$ cat config.mk
export PLATFORM = sky130hd
export DESIGN_NAME = act_frame_collector_flat
export DESIGN_NICKNAME = d
export VERILOG_FILES = /design/src/rtl/act_frame_if.sv /design/src/rtl/act_frame_collector.sv /design/src/flat_wrapper.sv
export SDC_FILE = /design/constraint.sdc
export NUM_CORES = 1
export LEC_CHECK = 0
export CORE_AREA = 2 2 390 392
export DETAILED_ROUTE_END_ITERATION = 16
export DIE_AREA = 0 0 392 394
export PLACE_DENSITY = 0.44
export REMOVE_ABC_BUFFERS = 1
export SYNTH_ARGS = -nofsm -noshare
export SYNTH_HDL_FRONTEND = slang
export SYNTH_SLANG_ARGS = --single-unit
$ cat constraint.sdc
create_clock -name clk -period 2.7 [get_ports clk]
set_input_delay 0.27 -clock clk [delete_from_list [all_inputs] [get_ports clk]]
set_output_delay 0.27 -clock clk [all_outputs]
set_load 0.01 [all_outputs]
$ cat src/rtl/act_frame_if.sv
// act_frame_if: stream bundle between the layer-4 activation producer, the
// frame collector and the layer-5 neuron node.
//
// Parameters:
//   N_IN - words per frame (neuron fan-in)
//   DW   - word width
//
// Signals:
//   in_valid / in_ready / in_sof / in_data  serial word stream, one word per beat
//   out_valid / out_ready / out_acts        parallel frame handoff to the consumer
//
// Modports:
//   slave  - the collector (accepts the serial stream, presents the frame)
//   master - the environment (producer plus consumer)
interface act_frame_if #(
  parameter int N_IN = 30,
  parameter int DW   = 32
);
  logic                 in_valid;
  logic                 in_ready;
  logic                 in_sof;
  logic [DW-1:0]        in_data;
  logic                 out_valid;
  logic                 out_ready;
  logic [N_IN*DW-1:0]   out_acts;

  modport slave (
    input  in_valid, in_sof, in_data, out_ready,
    output in_ready, out_valid, out_acts
  );

  modport master (
    output in_valid, in_sof, in_data, out_ready,
    input  in_ready, out_valid, out_acts
  );
endinterface

$ cat src/rtl/act_frame_collector.sv
// act_frame_collector: assembles N_IN serial activation words into one
// parallel frame for a combinational neuron node and holds the frame stable
// until the consumer takes it.
//
// Ports:
//   clk      - rising-edge clock
//   rst_n    - asynchronous active-low reset
//   bus      - act_frame_if.slave (serial input stream, parallel frame output;
//              slot k of out_acts sits at bits [DW*k +: DW])
//   fill_idx - next slot to be written (debug)
//   err_sync - one-cycle pulse when an in_sof beat discards a partial frame
//
// Optional build macro:
//   ACT_FLUSH_NONFINITE_EN - when defined, Inf/NaN words and denormals are
//   captured as 32'h0000_0000; otherwise words are stored bit-exact.
module act_frame_collector #(
  parameter int N_IN  = 30,
  parameter int DW    = 32,
  parameter int IDX_W = $clog2(N_IN)
) (
  input  logic             clk,
  input  logic             rst_n,
  act_frame_if.slave       bus,
  output logic [IDX_W-1:0] fill_idx,
  output logic             err_sync
);

  localparam logic [0:0]       FILL     = 1'b0;
  localparam logic [0:0]       FULL     = 1'b1;
  localparam logic [IDX_W-1:0] LAST_IDX = IDX_W'(N_IN - 1);

  logic [0:0]       state_reg;
  logic [0:0]       state_next;
  logic [IDX_W-1:0] fill_idx_reg;
  logic [IDX_W-1:0] fill_idx_next;
  logic             in_ready_reg;
  logic             err_sync_reg;

  logic             beat;
  logic             resync;
  logic [IDX_W-1:0] wr_idx;
  logic [DW-1:0]    cap_data;

  // in_ready_reg is only ever high in FILL, so it alone qualifies a beat.
  assign beat   = bus.in_valid & in_ready_reg;
  // A start-of-frame marker anywhere but slot 0 restarts the frame.
  assign resync = beat & bus.in_sof & (fill_idx_reg != '0);
  assign wr_idx = resync ? '0 : fill_idx_reg;

  always_comb begin
    state_next    = state_reg;
    fill_idx_next = fill_idx_reg;
    case (state_reg)
      FILL: begin
        if (beat) begin
          if (resync) begin
            fill_idx_next = IDX_W'(1);
          end else if (fill_idx_reg == LAST_IDX) begin
            fill_idx_next = '0;
            state_next    = FULL;
          end else begin
            fill_idx_next = fill_idx_reg + 1'b1;
          end
        end
      end
      FULL: begin
        if (bus.out_ready) begin
          state_next = FILL;
        end
      end
      default: begin
        state_next    = FILL;
        fill_idx_next = '0;
      end
    endcase
  end

  // in_ready is registered from the next state, so it stays low while reset
  // is held, rises on the first clock after release, and has no
  // combinational path from out_ready.
  always_ff @(posedge clk or negedge rst_n) begin
    if (!rst_n) begin
      state_reg    <= FILL;
      fill_idx_reg <= '0;
      in_ready_reg <= 1'b0;
      err_sync_reg <= 1'b0;
    end else begin
      state_reg    <= state_next;
      fill_idx_reg <= fill_idx_next;
      in_ready_reg <= (state_next == FILL);
      err_sync_reg <= resync;
    end
  end

`ifdef ACT_FLUSH_NONFINITE_EN
  // Specials and denormals would upset the downstream multiplier/adder
  // chain, so they are replaced by +0 on capture.
  logic [7:0] cap_exp;
  logic       cap_mant_nz;

  assign cap_exp     = bus.in_data[30:23];
  assign cap_mant_nz = |bus.in_data[22:0];

  always_comb begin
    cap_data = bus.in_data;
    if (cap_exp == 8'hFF) begin
      cap_data = '0;
    end else if ((cap_exp == 8'h00) && cap_mant_nz) begin
      cap_data = '0;
    end
  end
`else
  assign cap_data = bus.in_data;
`endif

  // One register per slot; slots not rewritten in a new frame keep their
  // previous contents, which is harmless because out_valid is low then.
  for (genvar gi = 0; gi < N_IN; gi++) begin : g_slot
    logic [DW-1:0] slot_reg;

    always_ff @(posedge clk or negedge rst_n) begin
      if (!rst_n) begin
        slot_reg <= '0;
      end else if (beat && (wr_idx == IDX_W'(gi))) begin
        slot_reg <= cap_data;
      end
    end

    assign bus.out_acts[DW*gi +: DW] = slot_reg;
  end

  assign bus.in_ready  = in_ready_reg;
  assign bus.out_valid = (state_reg == FULL);
  assign fill_idx      = fill_idx_reg;
  assign err_sync      = err_sync_reg;

endmodule

$ cat src/flat_wrapper.sv
// flat-port wrapper written by rule: the top's interface ports become plain ports
module act_frame_collector_flat 
#(
  parameter int N_IN  = 30,
  parameter int DW    = 32,
  parameter int IDX_W = $clog2(N_IN)
)
  (clk, rst_n, fill_idx, err_sync, bus_in_valid, bus_in_sof, bus_in_data, bus_out_ready, bus_in_ready, bus_out_valid, bus_out_acts);
  act_frame_if #(.N_IN(N_IN), .DW(DW)) bus_i ();
  input  logic clk;
  input  logic rst_n;
  output logic [IDX_W-1:0] fill_idx;
  output logic err_sync;
  input wire logic [$bits(bus_i.in_valid)-1:0] bus_in_valid;
  input wire logic [$bits(bus_i.in_sof)-1:0] bus_in_sof;
  input wire logic [$bits(bus_i.in_data)-1:0] bus_in_data;
  input wire logic [$bits(bus_i.out_ready)-1:0] bus_out_ready;
  output wire logic [$bits(bus_i.in_ready)-1:0] bus_in_ready;
  output wire logic [$bits(bus_i.out_valid)-1:0] bus_out_valid;
  output wire logic [$bits(bus_i.out_acts)-1:0] bus_out_acts;
  assign bus_i.in_valid = bus_in_valid;
  assign bus_i.in_sof = bus_in_sof;
  assign bus_i.in_data = bus_in_data;
  assign bus_i.out_ready = bus_out_ready;
  assign bus_in_ready = bus_i.in_ready;
  assign bus_out_valid = bus_i.out_valid;
  assign bus_out_acts = bus_i.out_acts;
  act_frame_collector #(.N_IN(N_IN), .DW(DW), .IDX_W(IDX_W)) u_core (.clk(clk), .rst_n(rst_n), .bus(bus_i), .fill_idx(fill_idx), .err_sync(err_sync));
endmodule
==> impl_results.md, run 1 <==
* CTS tree: yes
* Critical R2R Capture: u_core.g_slot[2].slot_reg[15]
* Largest register FFs at 960
* Global-route wire length before repair at 203000 um
* Synth Register Bits at between 900 and 1000
* Achievable frequency at 0.388 GHz
* Syn Area/Cell at 16.6 um^2
* P_leak at 24.8 nW
* Cells after Synth at about 2200
* Worst Hold Class: in2reg
* Setup tns final at 0 ps
* Clock Sinks at between 900 and 1000
* CP max FO at 32
* Crit share post-route at 95.4%
* IO Count at 1005
* Required time of the critical path at ~3300 ps
* Gr usage total at 18.7%
* Fin cells at 5380
* Placed wire-length estimate at 100000 um
* Vias at 22800
* Die Height at a little under 400 um
* Gr ovfl total at 0
* Starting Density at 24.3%
* Drt initial violations at 954
* Crit path to: u_core.g_slot[2].slot_reg[15]
* Max-cap violations at 0
* Register area share after synthesis at around two thirds
* R2r startpoint: u_core.fill_idx[0]
* DRC Markers at 0
* Crit path launch: u_core.fill_idx[0]
* H-tree depth at 3
* Cell area after layout at 53500 um^2
* Final number of setup-violating endpoints at 0
* Mapped Area at around 37000 um^2
* RSZ-0062 raised after global routing: no
* Vias/cell at roughly 4.2
* Die X at between 300 and 400 um
* Final Hold Violating Endpoints at 0
* Hold path start: bus_in_data[4]
* I/O Buffers at ~1000
* Largest net degree at the start of global routing at 80
* Root Buffer: clkbuf_16
* FF-to-FF path depth at 8
* Startpoint Class: flop
* Worst vdd ir at 0.000564 V
* R2R setup slack at 130 ps
* Placed cell area at 49700 um^2
* Pins Over Slew Limit at 0
* Final net count at 3283
* Worst relative slew slack at 35.7%
* Cell Pwr Density at around 1100 nW/um^2
* Worst Slack Setup Final at 126 ps
* Min Tclk post-route at approximately 2600 ps
* CTS Buf Count at around 110
* Outcome: finished clean
* Synthesis Warnings at 0
* Routed wire per std cell at about 27 um
* Core Util, Final at a little over a third
* Total Wirelength at 147000 um
* Clk pin slew, worst setup/hold paths at 60 ps
* FFs w/ async S/R, synth at between 90% and 100%
* Critical path data arrival time at 3170 ps
* CTS Buffer Depth at 3
* GPL Wtd Cong at around 0.75
* Drt first pass iters at 5
* Worst setup EP type: flop
* Die area at 154000 um^2
* Rows at 143
* Fin Hold WS at 135 ps
* Number of synthesized flops with an enable pin at 0
* Unique masters post-synth at 37
* Share of cells above drive strength 1 at 38.3%
* Total Power at 56.3 mW
* Worst-margin pin slew at 964 ps
* Post-detailed-route count of antenna-violating nets at 0
* Vias in the first global route at 23800
* Dpl cells at between 5000 and 6000
* P&R area growth vs syn at 46.2%
* Core Footprint at 151000 um^2
* CP Class: reg2reg
* Worst-Skew Late Latency at 740 ps
* Initial antenna violation count at 14
* Layout Skew at 28.2 ps
* Post-Place Setup Slack at -87.2 ps
* Synth Flop Type: dfrtp_1
-- layout by cell type, fill, tap and decap left out, drive strengths merged, types with 3 or more instances in the layout --
| cell | instances |
|---|---|
| clkdlybuf4s50 | 993 |
| dfrtp | 968 |
| mux2 | 960 |
| clkbuf | 179 |
| buf | 120 |
| nand2 | 26 |
| clkinv | 19 |
| diode | 15 |
| inv | 9 |
| o21ai | 5 |
| nor4 | 5 |
| nand3 | 5 |
| nand2b | 4 |
| nor2 | 4 |
| bufinv | 4 |
| and2 | 4 |
| ha | 3 |
| a21oi | 3 |
-- how the worst min path moves through the flow --
stage / endpoint / slack (ps) / cells after the start
detailed placement: u_core.g_slot[9].slot_reg[6] / 340 / 1
global route: u_core.g_slot[24].slot_reg[4] / 100 / 2
finish: u_core.g_slot[28].slot_reg[4] / 140 / 2
CTS: u_core.g_slot[28].slot_reg[4] / 70 / 2
floorplan: u_core.bus.in_ready / -30 / 0
global placement: u_core.g_slot[9].slot_reg[6] / 340 / 1
-- cells by family after synthesis --
group                      share of synthesized area [%]
buffers and inverters                               2.39
adders and majority gates                          0.103
AOI/OAI and AO/OA                                  0.256
and+or+nand+nor                                    0.923
muxes                                               30.1
DFF                                                 66.2
-- what timing repair did --
item / 4_1_cts / 5_1_grt
hold buffers: 2 / 0
gates resized for setup: 1 / 1
endpoints found under the hold margin: 30 / 0
pin swaps: 0 / 1
buffers inserted: 0 / 1
setup endpoints to repair: 182 / 40
-- cell usage after synthesis, types with 5 or more instances --
| cell type | n | area (um^2) |
|---|---|---|
| dfrtp_1 | 968 | 24200 |
| mux2_2 | 892 | 10000 |
| clkbuf_1 | 105 | 394 |
| mux2_4 | 60 | 901 |
| buf_2 | 49 | 245 |
| buf_1 | 34 | 128 |
| nand2_1 | 25 | 93.8 |
| mux2_1 | 8 | 90.1 |
| buf_6 | 7 | 78.8 |
| inv_1 | 6 | 22.5 |
| nand3_1 | 5 | 25.0 |
| o21ai_0 | 5 | 25.0 |
-- per-layer routing --
metal	share of wire, %	global-route usage [%]
met2	49	31.6
met5	0.0055	0
met3	7.4	6.00
met1	39	22.0
met4	4.1	7.12
-- worst max-delay path, cell delays in order (launching register included) --
cell,delay [ps]
dfrtp_1,380
inv_1,80
ha_1,160
or4b_4,520
nand2_4,140
inv_4,70
or3_2,510
buf_12,220
mux2_4,330
-- cell type report --
| cell class | count | area, um^2 |
|---|---|---|
| Tap cell | 2030 | 2540 |
| Clock buffer | 179 | 3390 |
| Multi-Input combinational cell | 1039 | 11600 |
| Clock inverter | 27 | 353 |
| Antenna cell | 15 | 37.5 |
| Fill cell | 14800 | 97100 |
| Inverter | 7 | 28.8 |
| Timing Repair Buffer | 1115 | 11300 |
| Sequential cell | 968 | 24200 |
-- report_power, final --
group | total (mW) | leakage (nW) | switching, mW | internal, mW
Combinational | 19.7 | 10.0 | 8.32 | 11.4
Sequential | 21.3 | 12.9 | 2.29 | 19.0
Clock | 15.4 | 1.83 | 6.39 | 8.97
Power figures use the tool's default switching activity.
==> run 2, diff against run 1 <==
Settings changed: PLACE_DENSITY 0.44 to unset, PLACE_DENSITY_LB_ADDON set to 0.25.
==> run 2 against run 1 <==
Cell area is 0.47% higher. Register-to-register slack hardly changed. Via count is 0.92% higher. Maximum frequency is 0.17% lower. Routed wire length is 3.8% lower. Sequential share of layout area is 0.21 points lower. Clock-buffer cell count is 7 lower. Highest routed layer unchanged.
==> impl_results.md, run 2 (synthesis results as in run 1) <==
* GPL Wtd Cong at 0.760 (+1.7%)
* Crit share post-route at 95.5% (+0.17 points)
* CTS Buffer Depth at 3 (unchanged)
* Worst vdd ir at 0.000536 V (-5.0%)
* Gr usage total at 17.9% (-0.80 points)
* Worst setup EP type: flop
* Die Height at 394 um (unchanged)
* Worst-margin pin slew at 1000 ps (+40.2 ps)
* DRC Markers at 0 (unchanged)
* Critical path data arrival time at 3160 ps (about the same)
* Routed wire per std cell at 26.1 um (-4.3%)
* Die area at 154000 um^2 (unchanged)
* Final net count at 3315 (+0.97%)
* IO Count at 1005 (unchanged)
* Core Util, Final at 35.7% (+0.17 points)
* Final number of setup-violating endpoints at 0 (unchanged)
* Clk pin slew, worst setup/hold paths at 60 ps (about the same)
* CTS Buf Count at 110 (-1.8%)
* Vias/cell at 4.26 (+0.46%)
* CTS tree: yes
* Rows at 143 (unchanged)
* Worst-path cell with the longest stage delay: or3_2
* Setup tns final at 0 ps (unchanged)
* RSZ-0062 raised after global routing: no
* Die X at 392 um (unchanged)
* Vias in the first global route at 23900 (+0.48%)
* Initial antenna violation count at 14 (unchanged)
* Drt initial violations at 989 (+3.7%)
* Crit-path cells: inv_1, ha_1, or4b_4, nand2_4, inv_4, or3_2, buf_12, mux2_4
* Largest register FFs at 960 (unchanged)
* Achievable frequency at 0.388 GHz (-0.17%)
* Root Buffer: clkbuf_16
* Pins Over Slew Limit at 0 (unchanged)
* I/O Buffers at 1004 (unchanged)
* Outcome: finished clean
* Total Wirelength at 141000 um (-3.8%)
* CP peak stage delay at 510 ps (about the same)
* Worst-Skew Late Latency at 730 ps (about the same)
* Worst Hold Class: in2reg
* Largest net degree at the start of global routing at 62 (-23%)
* FILL cells at 14700 (-0.52%)
* Most common library cell in the layout ignoring fill and taps: clkdlybuf4s50_1
* Share of cells above drive strength 1 at 39.2% (+0.88 points)
* Post-CTS Setup Bufs at 0 (unchanged)
* Min Tclk post-route at 2580 ps (+4.50 ps)
* Final Hold Violating Endpoints at 0 (unchanged)
* P_leak at 25.0 nW (+0.74%)
* CP max FO at 32 (unchanged)
* CP top delay family: simple AND/OR/NAND/NOR gates
* Fin cells at 5405 (+0.46%)
* P&R area growth vs syn at 46.9%
* Drt first pass iters at 4 (-1)
* Clock Sinks at 968 (unchanged)
* Global-route wire length before repair at 196000 um (-3.4%)
* CP Buf/Inv Count at 3 (unchanged)
* Cell Pwr Density at 1050 nW/um^2 (-0.68%)
* Post-detailed-route count of antenna-violating nets at 0 (unchanged)
* Core Footprint at 151000 um^2 (unchanged)
* Fin Hold WS at 114 ps (-21.2 ps)
* Required time of the critical path at 3280 ps (-20 ps)
* Layout Skew at 36.9 ps (+8.71 ps)
* Total Power at 56.2 mW (-0.22%)
* Worst relative slew slack at 33.0% (-2.7 points)
* R2R setup slack at 120 ps (about the same)
* CP Class: reg2reg
* Starting Density at 24.3% (unchanged)
* Vias at 23000 (+0.92%)
* Startpoint Class: flop
* Commonest cells after routing, fill and taps aside: 994 x clkdlybuf4s50_1, 968 x dfrtp_1, 892 x mux2_2
* Gr ovfl total at 0 (unchanged)
* Dpl cells at 5192 (+0.70%)
* Max-cap violations at 0 (unchanged)
* H-tree depth at 3 (unchanged)
* Placed wire-length estimate at 97200 um (-3.0%)
-- run 2: changes by cell type in the layout (fill, tap and decap cells not counted), sizes merged, moves of 2 or more --
cell | before | now
bufinv | 4 | 6
diode | 15 | 8
buf | 120 | 154
clkbuf | 179 | 172
inv | 9 | 12
-- run 2: routing by layer --
| metal | up-vias | part of all wire, % | track usage (%) |
|---|---|---|---|
| met4 | 2 | 3.5 | 5.90 |
| met5 | - | 0.0064 | 0 |
| met2 | 712 | 49 | 30.5 |
| met3 | 202 | 7.2 | 5.52 |
| li1 | 9880 | - | - |
| met1 | 12200 | 40 | 21.3 |
-- run 2: area by class of cell --
class                      instances  area [um^2]  share of cell area, %
sequential                       968        24200                   45.1
inverter                           7         28.8                 0.0535
tap                             2030         2540                   4.72
multi-input combinational       1039        11600                   21.6
antenna                            8         20.0                 0.0372
timing repair buffer            1149        11600                   21.6
clock buffer                     172         3370                   6.26
clock inverter                    32          409                  0.761
-- run 2: power by group --
group | switching [mW] | internal, mW | total [mW]
Combinational | 8.02 | 11.4 | 19.4
Clock | 6.37 | 9.15 | 15.5
Sequential | 2.30 | 19.0 | 21.3
-- run 2: repair_timing --
action                    CTS  global route
hold buffers                1             0
resized for setup           0             0
hold endpoints to repair   33             0
-- run 2: stage by stage --
step | setup slack [ps] | cell area (um^2)
5_1_grt | 10.3 | 53700
3_3_place_gp | -44.1 | 50000
6_report | 121 | 53800
2_1_floorplan | -1800 | 35800
4_1_cts | 143 | 53700
3_5_place_dp | -56.8 | 50000
-- run 2: path summary, 6_finish.rpt --
kind | start | to | depth (start not counted)
max in group asynchronous | rst_n | u_core.g_slot[22].slot_reg[20] | 4
max | u_core.fill_idx[1] | u_core.g_slot[2].slot_reg[16] | 8
max reg2reg | u_core.fill_idx[1] | u_core.g_slot[2].slot_reg[16] | 8
min in group asynchronous | rst_n | u_core.g_slot[1].slot_reg[27] | 2
min | bus_in_data[10] | u_core.g_slot[2].slot_reg[10] | 2
min reg2reg | u_core.g_slot[3].slot_reg[2] | u_core.g_slot[3].slot_reg[2] | 1
==> variant, RTL diff (settings of run 1) <==
Add a define of `ACT_FLUSH_NONFINITE_EN`.
--- a/src/rtl/act_frame_collector.sv
+++ b/src/rtl/act_frame_collector.sv
@@ -15,2 +15,4 @@
 //   captured as 32'h0000_0000; otherwise words are stored bit-exact.
+`define ACT_FLUSH_NONFINITE_EN
+
 module act_frame_collector #(
Check against the original RTL: not equivalent (a bounded check fails within 4 cycles, from zero or initial values and one cycle with rst_n low).
==> variant against run 1 <==
- routed wire length increased by 10%
- combinational power increased by 16%
- synthesized area increased by 0.90%
- design area increased by 4.4%
- total power increased by 8.1%
- sequential cell count unchanged
- setup slack got worse by 0.0039 ns
- die area unchanged
- critical endpoint is now u_core.g_slot[20].slot_reg[3]
- largest cell class unchanged
- largest power group is now combinational logic
- highest routed layer unchanged
==> variant: results (changes against run 1) <==
Result of the run: finished, final reports clean (unchanged). The worst ir drop on vdd came out at 0.000605 V (was 0.000564 V). The source-to-sink clock delay at the later pin of the worst-skew pair came out at 0.75 ns. The count of unique library cells instantiated by Yosys came out at 43 (was 37). The routed wirelength normalized by instance count is 28.7 um (was 27.2 um). The share of flip-flops with an asynchronous set or reset is 100% (unchanged). Top post-synthesis cells by area: sky130_fd_sc_hd__dfrtp_1, sky130_fd_sc_hd__mux2_2, sky130_fd_sc_hd__buf_2 (was sky130_fd_sc_hd__dfrtp_1, sky130_fd_sc_hd__mux2_2, sky130_fd_sc_hd__mux2_4).

The static leakage is 25.1 nW (was 24.8 nW). The number of I/O port buffers is 1004 (unchanged). The number of iterations in the first detailed-routing pass came out at 5 (unchanged). The primary flip-flop cell chosen by synthesis mapping is sky130_fd_sc_hd__dfrtp_1 (unchanged). The number of buffers added by the clock tree synthesis step came out at 112 (unchanged). The setup slack at placement came out at -0.609 ns (was -0.0872 ns). The proportion of layout cells with a drive suffix above 1 came out at 37.4% (was 38.3%). The met2 layer wire length in the routed design was 76700 um (was 72000 um). The detailed placement HPWL came to 116000 um (was 100000 um). The design internal power was 41.9 mW (was 39.3 mW).

The number of buffers on the longest clock path is 3 (unchanged). The flip-flop count of the largest register, all copies and words added came out at 960 (unchanged). The initial antenna violation count is 11 (was 14). The largest net degree at the start of global routing is 97 (was 80). The number of nets in the finished design came to 3535 (was 3283). The global-route usage over all layers was 20.6% (was 18.7%).

The first-pass GRT wire length came out at 220000 um (was 203000 um). Most frequent cells after synthesis: sky130_fd_sc_hd__dfrtp_1, sky130_fd_sc_hd__mux2_2, sky130_fd_sc_hd__buf_2 (was sky130_fd_sc_hd__dfrtp_1, sky130_fd_sc_hd__mux2_2, sky130_fd_sc_hd__clkbuf_1). The sequential cell area fraction in the yosys report was 65.6% (was 66.2%). The path class of the lowest-slack min-delay path is in -> async (was in -> reg). The number of global-route vias before repair is 25700 (was 23800). The number of DRC violations after detailed-routing iteration 0 came out at 1027 (was 954).

The detailed-route via count is 24500 (was 22800). The worst-margin pin slew came out at 1.25 ns (was 0.964 ns). The highest metal layer with signal wires is met5 (unchanged). The length of routed met3 wiring is 12400 um (was 10900 um). The total of warnings raised by yosys is 0 (unchanged). The arrival time of data at the critical path endpoint came out at 3.22 ns (was 3.17 ns).

The delay of the slowest cell on the worst path is 1.00 ns (was 0.52 ns). The met1 layer wirelength in the final routing came out at 67400 um (was 57700 um). The CTS clock-pin slew for the worst setup and hold paths came out at 0.06 ns (about the same).

The number of nets still failing antenna checks after routing came to 0 (unchanged). The clock root buffer is sky130_fd_sc_hd__clkbuf_16 (unchanged). The number of fillers in the final layout came out at 14700 (was 14800). The family with the most delay on the worst path is compound AO/OA/AOI/OAI gates (was simple AND/OR/NAND/NOR gates). The number of levels in the clock H-tree is 3 (unchanged). The final RePlAce weighted congestion came out at 0.767 (was 0.747). The worst clock skew came out at 0.0316 ns (was 0.0282 ns). The critical path's slowest cell is sky130_fd_sc_hd__a211oi_4 (was sky130_fd_sc_hd__or4b_4). The maximum fanout along the worst path was 30 (was 32).
## variant: path summary, 6_finish.rpt
path	to	cells past startpoint	startpoint	slack, ns
max	u_core.g_slot[20].slot_reg[3]	6	bus_in_data[2]	0.12
min	u_core.g_slot[21].slot_reg[29]	2	rst_n	0.11
max reg2reg	u_core.g_slot[24].slot_reg[26]	8	u_core.fill_idx[1]	0.22
min reg2reg	u_core.g_slot[1].slot_reg[10]	2	u_core.g_slot[1].slot_reg[10]	0.48
max in group asynchronous	u_core.g_slot[27].slot_reg[11]	3	rst_n	1.54
min in group clk	u_core.bus.in_ready	2	bus_out_ready	0.19
## variant: per-layer routing
metal | global-route usage, % | up-vias
met4 | 6.51 | 10
met3 | 6.68 | 189
li1 | - | 10500
met1 | 25.5 | 13000
met2 | 33.7 | 777
met5 | 0 | -
## variant: cells by family (layout without fill, tap and decap cells)
kind of cell | count (synthesis) | after routing | synth area share (%)
other | 0 | 5 | 0
buffers and inverters | 211 | 1443 | 2.68
AND/OR/NAND/NOR | 158 | 158 | 2.13
multiplexers | 912 | 912 | 27.8
adder cells (fa/ha/maj) | 3 | 3 | 0.102
AO/OA/AOI/OAI | 98 | 98 | 1.69
flip-flops | 968 | 968 | 65.6
## variant: timing repair
action	4_1_cts	5_1_grt
endpoints found under the hold margin	307	0
endpoints found under the setup margin	17	58
setup buffers	0	2
hold buffers	1	0
pin swaps	0	2
resized for setup	1	0
## variant: area by class of cell
cell class / instances / area (um^2) / share of cell area [%]
flip-flops and latches: 968 / 24200 / 43.4
clock buffers: 170 / 3320 / 5.94
well taps: 2030 / 2540 / 4.55
inverters: 5 / 18.8 / 0.0336
clock inverters: 31 / 384 / 0.688
diodes: 5 / 12.5 / 0.0224
multi-input cells: 1171 / 12100 / 21.7
repair buffers: 1237 / 13200 / 23.7
## variant: power by group through the flow
stage / sequential [mW] / clock (mW) / combinational (mW)
3_5_place_dp: 22.8 / 0 / 23.3
6_report: 22.6 / 15.4 / 22.9
4_1_cts: 22.6 / 15.9 / 23.4
3_3_place_gp: 22.6 / 0 / 23.3
5_1_grt: 23.3 / 16.4 / 24.2
2_1_floorplan: 25.1 / 0 / 5.23
## variant: through the flow
| step | setup TNS, ns | cells | area, um^2 | total power, mW | util [%] |
|---|---|---|---|---|---|
| floorplan | -358.27 | 2144 | 36000 | 30.3 | - |
| global placement | -262.51 | 5408 | 52100 | 45.9 | 34.6 |
| detailed placement | -273.05 | 5408 | 52100 | 46.1 | 34.6 |
| CTS | 0 | 5610 | 55800 | 61.9 | 37.1 |
| global route | 0 | 5613 | 55900 | 63.9 | 37.1 |
| finish | 0 | 5617 | 55900 | 60.9 | 37.1 |
